File: src/rtl/ddr4_pkg.sv
// ddr4_pkg: shared types and command encodings for the DDR4 command sequencer
// Provides the sequencer FSM state enum, the command enum, the
// {act_n, A16, A15, A14} encoding of each command and the address bit
// positions that carry command information.
package ddr4_pkg;
    typedef enum logic [3:0] {
        S_IDLE, S_PRE, S_PRE_WAIT, S_ACT, S_ACT_WAIT, S_CAS,
        S_REF_PREA, S_REF_PRE_WAIT, S_REF, S_REF_WAIT
    } state_t;

    typedef enum logic [2:0] {
        CMD_DES, CMD_ACT, CMD_RD, CMD_WR, CMD_PRE, CMD_PREA, CMD_REF
    } cmd_t;

    localparam int A10 = 10;
    localparam int A14 = 14;
    localparam int A16 = 16;

    localparam logic [3:0] ENC_DES = 4'b1111;
    localparam logic [3:0] ENC_ACT = 4'b0000;
    localparam logic [3:0] ENC_RD  = 4'b1101;
    localparam logic [3:0] ENC_WR  = 4'b1100;
    localparam logic [3:0] ENC_PRE = 4'b1010;
    localparam logic [3:0] ENC_REF = 4'b1001;

    // {act_n, A16, A15, A14}; PRE and PREA differ only in A10
    function automatic logic [3:0] cmd_enc(input cmd_t c);
        return c == CMD_DES ? ENC_DES :
               c == CMD_ACT ? ENC_ACT :
               c == CMD_RD  ? ENC_RD  :
               c == CMD_WR  ? ENC_WR  :
               c == CMD_REF ? ENC_REF : ENC_PRE;
    endfunction
endpackage

File: src/rtl/ddr_timer.sv
// ddr_timer: loadable down-counter that saturates at zero
// Ports: i_clk clock, i_rst sync active-high reset (count -> 0),
//        i_load loads i_value, o_expired high while the count is zero.
module ddr_timer #(
    parameter int WIDTH = 8
) (
    input  logic             i_clk,
    input  logic             i_rst,
    input  logic             i_load,
    input  logic [WIDTH-1:0] i_value,
    output logic             o_expired
);
    logic [WIDTH-1:0] r_count;

    always_ff @(posedge i_clk) begin
        if (i_rst)
            r_count <= '0;
        else if (i_load)
            r_count <= i_value;
        else if (r_count != '0)
            r_count <= r_count - WIDTH'(1);
    end

    assign o_expired = r_count == '0;
endmodule

File: src/rtl/dimm_cmd_sequencer.sv
// dimm_cmd_sequencer: DDR4 command-pin driver with open-row tracking and refresh
// Ports: ck_t clock, reset sync active-high reset;
//        req_valid/req_ready handshake with req_write, req_bg, req_ba, req_row, req_col;
//        cke, cs_n, act_n, addr, bg, ba registered DDR4 command bus;
//        cas_issued pulses with each RD/WR, refresh_busy high during the refresh sequence.
module dimm_cmd_sequencer
    import ddr4_pkg::*;
#(
    parameter int ADDRWIDTH     = 17,
    parameter int BANKGROUPS    = 4,
    parameter int BANKSPERGROUP = 4,
    parameter int COLS          = 1024,
    parameter int T_RCD         = 14,
    parameter int T_RP          = 14,
    parameter int T_RAS         = 32,
    parameter int T_CCD         = 4,
    parameter int T_RFC         = 260,
    parameter int T_REFI        = 6240,
    localparam int BGWIDTH      = $clog2(BANKGROUPS),
    localparam int BAWIDTH      = $clog2(BANKSPERGROUP),
    localparam int COLWIDTH     = $clog2(COLS)
) (
    input  logic                 ck_t,
    input  logic                 reset,
    input  logic                 req_valid,
    output logic                 req_ready,
    input  logic                 req_write,
    input  logic [BGWIDTH-1:0]   req_bg,
    input  logic [BAWIDTH-1:0]   req_ba,
    input  logic [ADDRWIDTH-1:0] req_row,
    input  logic [COLWIDTH-1:0]  req_col,
    output logic                 cke,
    output logic                 cs_n,
    output logic                 act_n,
    output logic [ADDRWIDTH-1:0] addr,
    output logic [BGWIDTH-1:0]   bg,
    output logic [BAWIDTH-1:0]   ba,
    output logic                 cas_issued,
    output logic                 refresh_busy
);
    localparam int NB = BANKGROUPS * BANKSPERGROUP;
    localparam int IW = BGWIDTH + BAWIDTH;
    // the sum bounds every individual load value
    localparam int TW = $clog2(T_REFI + T_RFC + T_RAS + T_RP + T_RCD + T_CCD);

    state_t                 r_state, w_next;
    cmd_t                   w_cmd;
    logic                   r_pending;
    logic [NB-1:0]          r_open;
    logic [ADDRWIDTH-1:0]   r_bank_row [NB];
    logic                   r_write;
    logic [BGWIDTH-1:0]     r_bg;
    logic [BAWIDTH-1:0]     r_ba;
    logic [ADDRWIDTH-1:0]   r_row;
    logic [COLWIDTH-1:0]    r_col;
    logic [IW-1:0]          w_req_idx, w_idx;
    logic                   w_accept, w_hit, w_wait_ld;
    logic                   w_wait_exp, w_act_exp, w_ccd_exp, w_refi_exp;
    logic [TW-1:0]          w_wait_val;
    logic [3:0]             w_enc;
    logic [ADDRWIDTH-1:0]   w_addr;

    assign w_req_idx    = {req_bg, req_ba};
    assign w_idx        = {r_bg, r_ba};
    assign w_hit        = r_open[w_req_idx] && r_bank_row[w_req_idx] == req_row;
    assign req_ready    = r_state == S_IDLE && !r_pending && cke;
    assign w_accept     = req_valid && req_ready;
    assign refresh_busy = r_state inside {S_REF_PREA, S_REF_PRE_WAIT, S_REF, S_REF_WAIT};
    assign w_enc        = cmd_enc(w_cmd);

    ddr_timer #(.WIDTH(TW)) u_wait (
        .i_clk(ck_t), .i_rst(reset), .i_load(w_wait_ld),
        .i_value(w_wait_val), .o_expired(w_wait_exp)
    );
    ddr_timer #(.WIDTH(TW)) u_act (
        .i_clk(ck_t), .i_rst(reset), .i_load(w_cmd == CMD_ACT),
        .i_value(TW'(T_RAS - 1)), .o_expired(w_act_exp)
    );
    ddr_timer #(.WIDTH(TW)) u_ccd (
        .i_clk(ck_t), .i_rst(reset), .i_load(w_cmd == CMD_RD || w_cmd == CMD_WR),
        .i_value(TW'(T_CCD - 1)), .o_expired(w_ccd_exp)
    );
    // starts at zero, so the first refresh follows reset immediately
    ddr_timer #(.WIDTH(TW)) u_refi (
        .i_clk(ck_t), .i_rst(reset), .i_load(w_refi_exp),
        .i_value(TW'(T_REFI - 1)), .o_expired(w_refi_exp)
    );

    // the wait states issue the follow-on command in the cycle the timer
    // reaches zero, keeping PRE->ACT, ACT->CAS and PREA->REF exact
    always_comb begin
        w_next     = r_state;
        w_cmd      = CMD_DES;
        w_wait_ld  = 1'b0;
        w_wait_val = '0;
        case (r_state)
            S_IDLE:
                if (r_pending)
                    w_next = S_REF_PREA;
                else if (w_accept)
                    w_next = w_hit ? S_CAS : r_open[w_req_idx] ? S_PRE : S_ACT;
            S_PRE:
                if (w_act_exp) begin
                    w_cmd      = CMD_PRE;
                    w_wait_ld  = 1'b1;
                    w_wait_val = TW'(T_RP - 1);
                    w_next     = S_PRE_WAIT;
                end
            S_PRE_WAIT, S_ACT:
                if (r_state == S_ACT || w_wait_exp) begin
                    w_cmd      = CMD_ACT;
                    w_wait_ld  = 1'b1;
                    w_wait_val = TW'(T_RCD - 1);
                    w_next     = S_ACT_WAIT;
                end
            S_ACT_WAIT, S_CAS:
                if (r_state == S_CAS || w_wait_exp) begin
                    w_cmd  = !w_ccd_exp ? CMD_DES : r_write ? CMD_WR : CMD_RD;
                    w_next = w_ccd_exp ? S_IDLE : S_CAS;
                end
            S_REF_PREA:
                if (r_open == '0)
                    w_next = S_REF;
                else if (w_act_exp) begin
                    w_cmd      = CMD_PREA;
                    w_wait_ld  = 1'b1;
                    w_wait_val = TW'(T_RP - 1);
                    w_next     = S_REF_PRE_WAIT;
                end
            S_REF_PRE_WAIT, S_REF:
                if (r_state == S_REF || w_wait_exp) begin
                    w_cmd      = CMD_REF;
                    w_wait_ld  = 1'b1;
                    w_wait_val = TW'(T_RFC - 1);
                    w_next     = S_REF_WAIT;
                end
            S_REF_WAIT:
                if (w_wait_exp)
                    w_next = S_IDLE;
            default:
                w_next = S_IDLE;
        endcase
    end

    always_comb begin
        w_addr          = '0;
        w_addr[A16:A14] = w_enc[2:0];
        if (w_cmd == CMD_RD || w_cmd == CMD_WR)
            w_addr[COLWIDTH-1:0] = r_col;
        w_addr[A10]     = w_cmd == CMD_PREA;
        if (w_cmd == CMD_ACT)
            w_addr = r_row;
    end

    always_ff @(posedge ck_t) begin
        if (reset) begin
            r_state    <= S_IDLE;
            r_pending  <= 1'b0;
            r_open     <= '0;
            cke        <= 1'b0;
            cs_n       <= 1'b1;
            act_n      <= 1'b1;
            addr       <= '0;
            bg         <= '0;
            ba         <= '0;
            cas_issued <= 1'b0;
        end else begin
            r_state    <= w_next;
            r_pending  <= w_refi_exp || (r_pending && w_cmd != CMD_REF);
            cke        <= 1'b1;
            cs_n       <= w_cmd == CMD_DES;
            act_n      <= w_enc[3];
            cas_issued <= w_cmd == CMD_RD || w_cmd == CMD_WR;
            if (w_cmd != CMD_DES)
                addr <= w_addr;
            if (w_cmd inside {CMD_ACT, CMD_RD, CMD_WR, CMD_PRE}) begin
                bg <= r_bg;
                ba <= r_ba;
            end
            if (w_cmd == CMD_ACT)
                r_open[w_idx] <= 1'b1;
            if (w_cmd == CMD_PRE)
                r_open[w_idx] <= 1'b0;
            if (w_cmd == CMD_PREA)
                r_open <= '0;
        end
    end

    // row tags and the latched request are only meaningful behind r_open / the FSM
    always_ff @(posedge ck_t) begin
        if (w_cmd == CMD_ACT)
            r_bank_row[w_idx] <= r_row;
        if (w_accept) begin
            r_write <= req_write;
            r_bg    <= req_bg;
            r_ba    <= req_ba;
            r_row   <= req_row;
            r_col   <= req_col;
        end
    end
endmodule
File: config.mk
export PLATFORM = sky130hd
export DESIGN_NAME = dimm_cmd_sequencer
export DESIGN_NICKNAME = d
export VERILOG_FILES = /design/src/rtl/ddr4_pkg.sv /design/src/rtl/ddr_timer.sv /design/src/rtl/dimm_cmd_sequencer.sv
export SDC_FILE = /design/constraint.sdc
export NUM_CORES = 1
export LEC_CHECK = 0
export ABC_AREA = 1
export CAP_MARGIN = 5
export CORE_UTILIZATION = 35
export CTS_BUF_LIST = sky130_fd_sc_hd__clkbuf_4 sky130_fd_sc_hd__clkbuf_8
export DETAILED_ROUTE_END_ITERATION = 6
export GPL_ROUTABILITY_DRIVEN = 0
export PLACE_DENSITY = 0.54
export SYNTH_ARGS = -nofsm -noshare
export SYNTH_HDL_FRONTEND = slang
export SYNTH_HIERARCHICAL = 1
export SYNTH_SLANG_ARGS = --single-unit
File: constraint.sdc
create_clock -name ck_t -period 6.7 [get_ports ck_t]
set_input_delay 1.34 -clock ck_t [delete_from_list [all_inputs] [get_ports ck_t]]
set_output_delay 1.34 -clock ck_t [all_outputs]
set_load 0.01 [all_outputs]
Yosys cells after proc, flatten, opt, wreduce, memory -nomap -nowiden
Memories as Yosys holds them, arrays and structs flattened.
Cells that the tools add are included.

operators by class
  $add $sub $neg = 4
  $lt $le $gt $ge = 3
  equality and inequality tests = 24
  multiplexer cells = 57
  bitwise operators = 3
  reductions and logical operators = 39

operators by type and width
  kind                   count
  $mux 13                5
  $logic_not 13->1       4
  $pmux 13 s4            1
  $reduce_bool 13->1     4
  $sub 13x1->13 const B  4
  $mux 16                3
  $mux 4                 12
  $pmux 4 s7             1
  $mux 3                 9
  $eq 17x17->1           1
  $mux 17                1
  $and 16x16->16         1
  $eq 4x3->1 const B     4
  $logic_not 16->1       1
  $not 16->16            1
  $or 16x16->16          1
  $reduce_or 2->1        8
  $pmux 3 s5             1
  $mux 2                 6
  $mux 1                 11
  $lt 4x5->1 const B     2
  $mux 10                1
  $mux 5                 2
  $eq 3x3->1 const B     3
  other kinds (23)       43

storage, ports and cells
  register bits = 130
  bits in writable memories = 272
  input port bits = 35
  word-level logic and storage cells = 153
  memories = 1

memories
  memory      depth  bits a word  rd ports  clocked after Yosys merged registers in  wr ports  line                      source
  r_bank_row  16     17           1         0                                        1         dimm_cmd_sequencer.sv:50  logic [ADDRWIDTH-1:0] r_bank_row [NB];

Longest topological paths before layout
  depth after elaboration = 11
  depth in mapped cells = 23
  gate-level depth less buffers = 21

Hierarchy
The synthesis kept the hierarchy.

modules (own cells, without submodules)
  module              instances  cells an instance  area an instance (um^2)  seq. area each (um^2)
  dimm_cmd_sequencer  1          1,397              14,747.9                 10,049.6
  ddr_timer           4          139                942.2                    260.2

Least setup slack after synthesis
No wires, ideal clock.

  path kind = input-to-reg
  from = input port req_valid
  to = register r_state[0]
  library setup time = 0.071 ns
  arrival = 3.464 ns
  required time = 6.629 ns
  path slack = 3.165 ns
  cell stages on the path = 7
  buffers on the path = 0
  cell sequence = nor3b_2 > o211ai_1 > a21oi_1 > o31ai_1 > nor2_1 > o21ai_0 > a21oi_1

on the way
  longest elaborated chain between the ends = 3

ends and longest elaborated chain
  what                        line                       source
  start, declared             dimm_cmd_sequencer.sv:25   input logic req_valid,
  $logic_and 1x1->1           dimm_cmd_sequencer.sv:67   assign w_accept = req_valid && req_ready;
  $ne 3x3->1 (no line)        --
  $reduce_and 7->1 (no line)  --
  end signal, assigned        dimm_cmd_sequencer.sv:168  r_state <= w_next;
  end, declared               dimm_cmd_sequencer.sv:46   state_t r_state, w_next;

No other way between the ends.
A chain may end at the register's enable or synchronous reset.

Final worst setup path
  from = input port req_ba[0]
  to = register r_state[2]

on the way
  longest elaborated chain between the ends = 7
  elaborated cells between the ends (all ways) = 9
  classes of those cells = eq/ne (1); mux (6); reduce/logical (1); memory (1)

ends and longest elaborated chain
  what                                                line                       source
  start, declared                                     dimm_cmd_sequencer.sv:29   input logic [BAWIDTH-1:0] req_ba,
  $mem_v2 16x17 / $bmux 1 s4 (equally long branches)  --
  $eq 17x17->1 / $mux 1 (equally long branches)       dimm_cmd_sequencer.sv:65   assign w_hit = r_open[w_req_idx] && r_bank_row[w_req_idx] == req_row;
  $logic_and 1x1->1 (*)                               dimm_cmd_sequencer.sv:65
  $mux 3 (*)                                          dimm_cmd_sequencer.sv:101  w_next = w_hit ? S_CAS : r_open[w_req_idx] ? S_PRE : S_ACT;
  $mux 4 (*)                                          dimm_cmd_sequencer.sv:100  else if (w_accept)
  $mux 4 (*)                                          dimm_cmd_sequencer.sv:98   if (r_pending)
  $pmux 4 s7 (*)                                      dimm_cmd_sequencer.sv:96   case (r_state)

Mark *: on every way between the ends. The rest lies on a longest branch, timed or not. The select of a mux whose other input is x is not followed.

==> out/qor.csv <==
stage,metric,value,unit
outcome,status,"complete, no violations",
synth,ys flop type,edfxtp_1,
synth,adder-cell share of the synthesized area,0.541,%
floorplan,DIE WIDTH,232,um
placement,Cells after DPL,2685,
synth,synthesized flop and latch total,402,
critical_path,"delay-heaviest family, CP",buffers and inverters,
layout,fin cells,2816,
clock_tree,Num CTS Buffers,71,
sta,final setup TNS,0,ns
clock_tree,Post-CTS Setup Repair Bufs,0,
clock_tree,Clock Sinks,402,
sta,max_slew headroom,27.4,%
synth,Synth top cells by count,"nand2_1 (470), edfxtp_1 (304), nor2_1 (268), inv_1 (185), nand3_1 (181)",
sta,RSZ-0062 raised after global routing,no,
layout,Area growth syn-to-layout,15.1,%
critical_path,Worst path most repeated cell,nand2_1,
floorplan,initial core utilization,35.7,%
sta,final worst path period need,4.09,ns
synth,post-synthesis compound-gate area fraction,7.47,%
synth,post-synthesis simple-gate area fraction,24.7,%
detailed_routing,First-pass DRT Iterations,5,
clock_tree,H-tree depth,3,
synth,asr flop ratio synth,0,%
sta,max frequency,245,MHz
critical_path,Worst path slowest cell,clkinv_2,
synth,Synth Cell Area,18500,um^2
critical_path,crit start category,input pin,
floorplan,row cnt,83,
sta,worst setup margin,2.61,ns
synth,post-synthesis average cell area,9.48,um^2
synth,Synth area leader,edfxtp_1,
placement,I/O Buffers,61,
synth,Netlist cell types,48,
clock_tree,CTS tree,done,
floorplan,Die H,232,um
layout,fin nets,2121,
sta,period utilization,61.0,%
floorplan,CORE AREA,51800,um^2
pwr,"IR drop worst, VDD",0.000188,V
synth,most numerous cell in the Yosys netlist,nand2_1,
pwr,PwrDens,354,nW/um^2
critical_path,worst endpoint data arrival time,4.63,ns
critical_path,R2R cell count,22,
synth,yosys warns,6,
pwr,static leakage,0.00842,uW
clock_tree,clk slew on worst S/H paths,0.06,ns
placement,DPL Wire Length,28.6,mm
layout,diodes inserted,0,
floorplan,full die area,53800,um^2
synth,synth top area cells,"edfxtp_1 (49%), dfxtp_1 (11%), nand2_1 (9.5%)",
clock_tree,clk root buf,clkbuf_8,
synth,Synth top area share,49.3,%
sta,Final Max Slew Viols,0,
global_route,grt total ovfl,0,
critical_path,Critical Path Fanout Max,46,
sta,final hold violations,0,
clock_tree,Worst-Skew Late Latency,0.62,ns
synth,number of synthesized flops with an enable pin,304,
global_route,initial antenna violation count,0,
global_route,vias in the first global route,13300,
critical_path,CP max stage delay,0.72,ns
synth,largest family of logic cells by synthesized area,simple AND/OR/NAND/NOR gates,
sta,Slew @ Worst Pin,1.09,ns
detailed_routing,drt wl/cell,17.4,um
run,max_cap viols,0,
detailed_routing,# DRC,0,
critical_path,CP Cell Sequence,buf_4 > clkinv_2 > buf_4 > nand2_1 > nand2_1 > nand2_1 > nand3_1 > nand3_1 > nand2_1 > nand2_1 > nand2_1 > nor2_1 > nand3_1 > nor2_1 > nand2_1 > nand2_1 > nand2_1 > nand2_1 > nand2_1 > a21oi_2,
synth,Gate Count Post-Synth,1953,
global_route,first-pass GRT wire length,75.9,mm
critical_path,WP buf/inv,3,
worst_hold_path,Hold WC Path Type,reg2reg,
synth,XOR/XNOR Fraction of Synth Area,0.378,%
clock_tree,cts hold-fix bufs,0,
detailed_routing,Antenna Nets Post-Route,0,
placement,dpl ws,2.00,ns
sta,final setup vio count,0,
critical_path,critical path type,in2reg,
synth,sequential fraction of the synthesis area,59.9,%
detailed_routing,via count,13700,
critical_path,Crit. path cell count,20,
pwr,Power Total,7550,uW
critical_path,critical path capture point type,flip-flop,
clock_tree,Post-CTS Resized,0,
worst_hold_path,hold depth,2,
detailed_routing,routed vias/inst,4.85,
floorplan,IO Pins,62,
critical_path,WP data required,7.25,ns
global_route,Overall Global Routing Usage,18.5,%
layout,layout cells sized above 1,12.8,%
sta,skew final,0.0223,ns
detailed_routing,number of DRC markers in iteration 0,1023,
global_route,largest net degree at the start of global routing,97,
synth,mux cell area share after synthesis,0,%
detailed_routing,final WL,48.9,mm
clock_tree,Max Buffers Root-to-Sink,3,
[path summary, 6_finish.rpt]
kind                     startpoint                 to  slack [ns]
setup / recovery          req_ba[0]         r_state[2]        2.61
hold / removal              addr[6]            addr[6]        0.48
setup reg to reg  u_wait/r_count[0]  u_wait/r_count[1]        3.20
hold reg to reg             addr[6]            addr[6]        0.48
[power by group]
| group | internal [uW] | switching (uW) |
|---|---|---|
| registers | 2930 | 237 |
| clock network | 1280 | 1020 |
| logic | 737 | 1350 |
[cell families (layout without fill, tap and decap cells)]
group,Yosys count,in the layout
compound gates,230,230
simple gates,1020,1020
buf+inv,283,421
flops,402,402
xor+xnor,8,8
other cells,2,47
fa+ha+maj,8,8
[layout by cell type, fill, tap and decap left out, types with 13 or more instances in the layout]
master | synthesis | layout
buf_4 | 16 | 25
clkbuf_8 | 0 | 81
nand2_1 | 470 | 470
conb_1 | 2 | 47
edfxtp_1 | 304 | 304
o22ai_1 | 16 | 16
clkbuf_4 | 0 | 31
o21ai_1 | 24 | 24
inv_1 | 185 | 185
clkinv_1 | 4 | 16
o21ai_0 | 74 | 74
nor2_2 | 33 | 43
a31oi_1 | 13 | 13
nor2_1 | 268 | 252
o211ai_1 | 37 | 37
clkdlybuf4s50_1 | 0 | 57
a21oi_1 | 38 | 38
dfxtp_1 | 98 | 98
nand3_1 | 181 | 181
[per-stage QoR]
step	hold WS, ns	area [um^2]	utilization [%]
global placement	0.460	19900	38.4
detailed placement	0.469	19900	38.4
global route	0.499	21300	41.1
CTS	0.487	21300	41.1
floorplan	0.458	18700	-
finish	0.483	21300	41.1
[area by class of cell]
cell class	instances	area, um^2
Fill cell	5065	30500
Sequential cell	402	11100
Clock buffer	112	1350
Tap cell	680	851
Multi-Input combinational cell	1313	6370
Clock inverter	19	87.6
Timing Repair Buffer	86	793
Inverter	204	777
[state kept, by name, indices dropped and copies added, names as in the netlist, 10 cells and up]
| register | count |
|---|---|
| r_bank_row | 272 |
| addr | 17 |
| r_row | 17 |
| r_open | 16 |
| u_act/r_count | 13 |
| u_ccd/r_count | 13 |
| u_refi/r_count | 13 |
| u_wait/r_count | 13 |
| r_col | 10 |
[metal layers]
metal / up-vias / global-route usage, % / share of wire, %
met5: - / 0 / 0
met4: 0 / 5.06 / 2.1
met3: 82 / 4.03 / 5.8
met2: 388 / 29.0 / 45
met1: 6469 / 25.6 / 47
li1: 6727 / - / -
[worst register-to-register path, delay by kind of cell (launching register included)]
kind            cells  cell delay (ns)
simple gates       10             1.33
buf+inv             8             1.11
flops               1             0.38
compound gates      3             0.35
fa+ha+maj           1             0.22
Note: power is estimated with default switching activity, not from simulation.
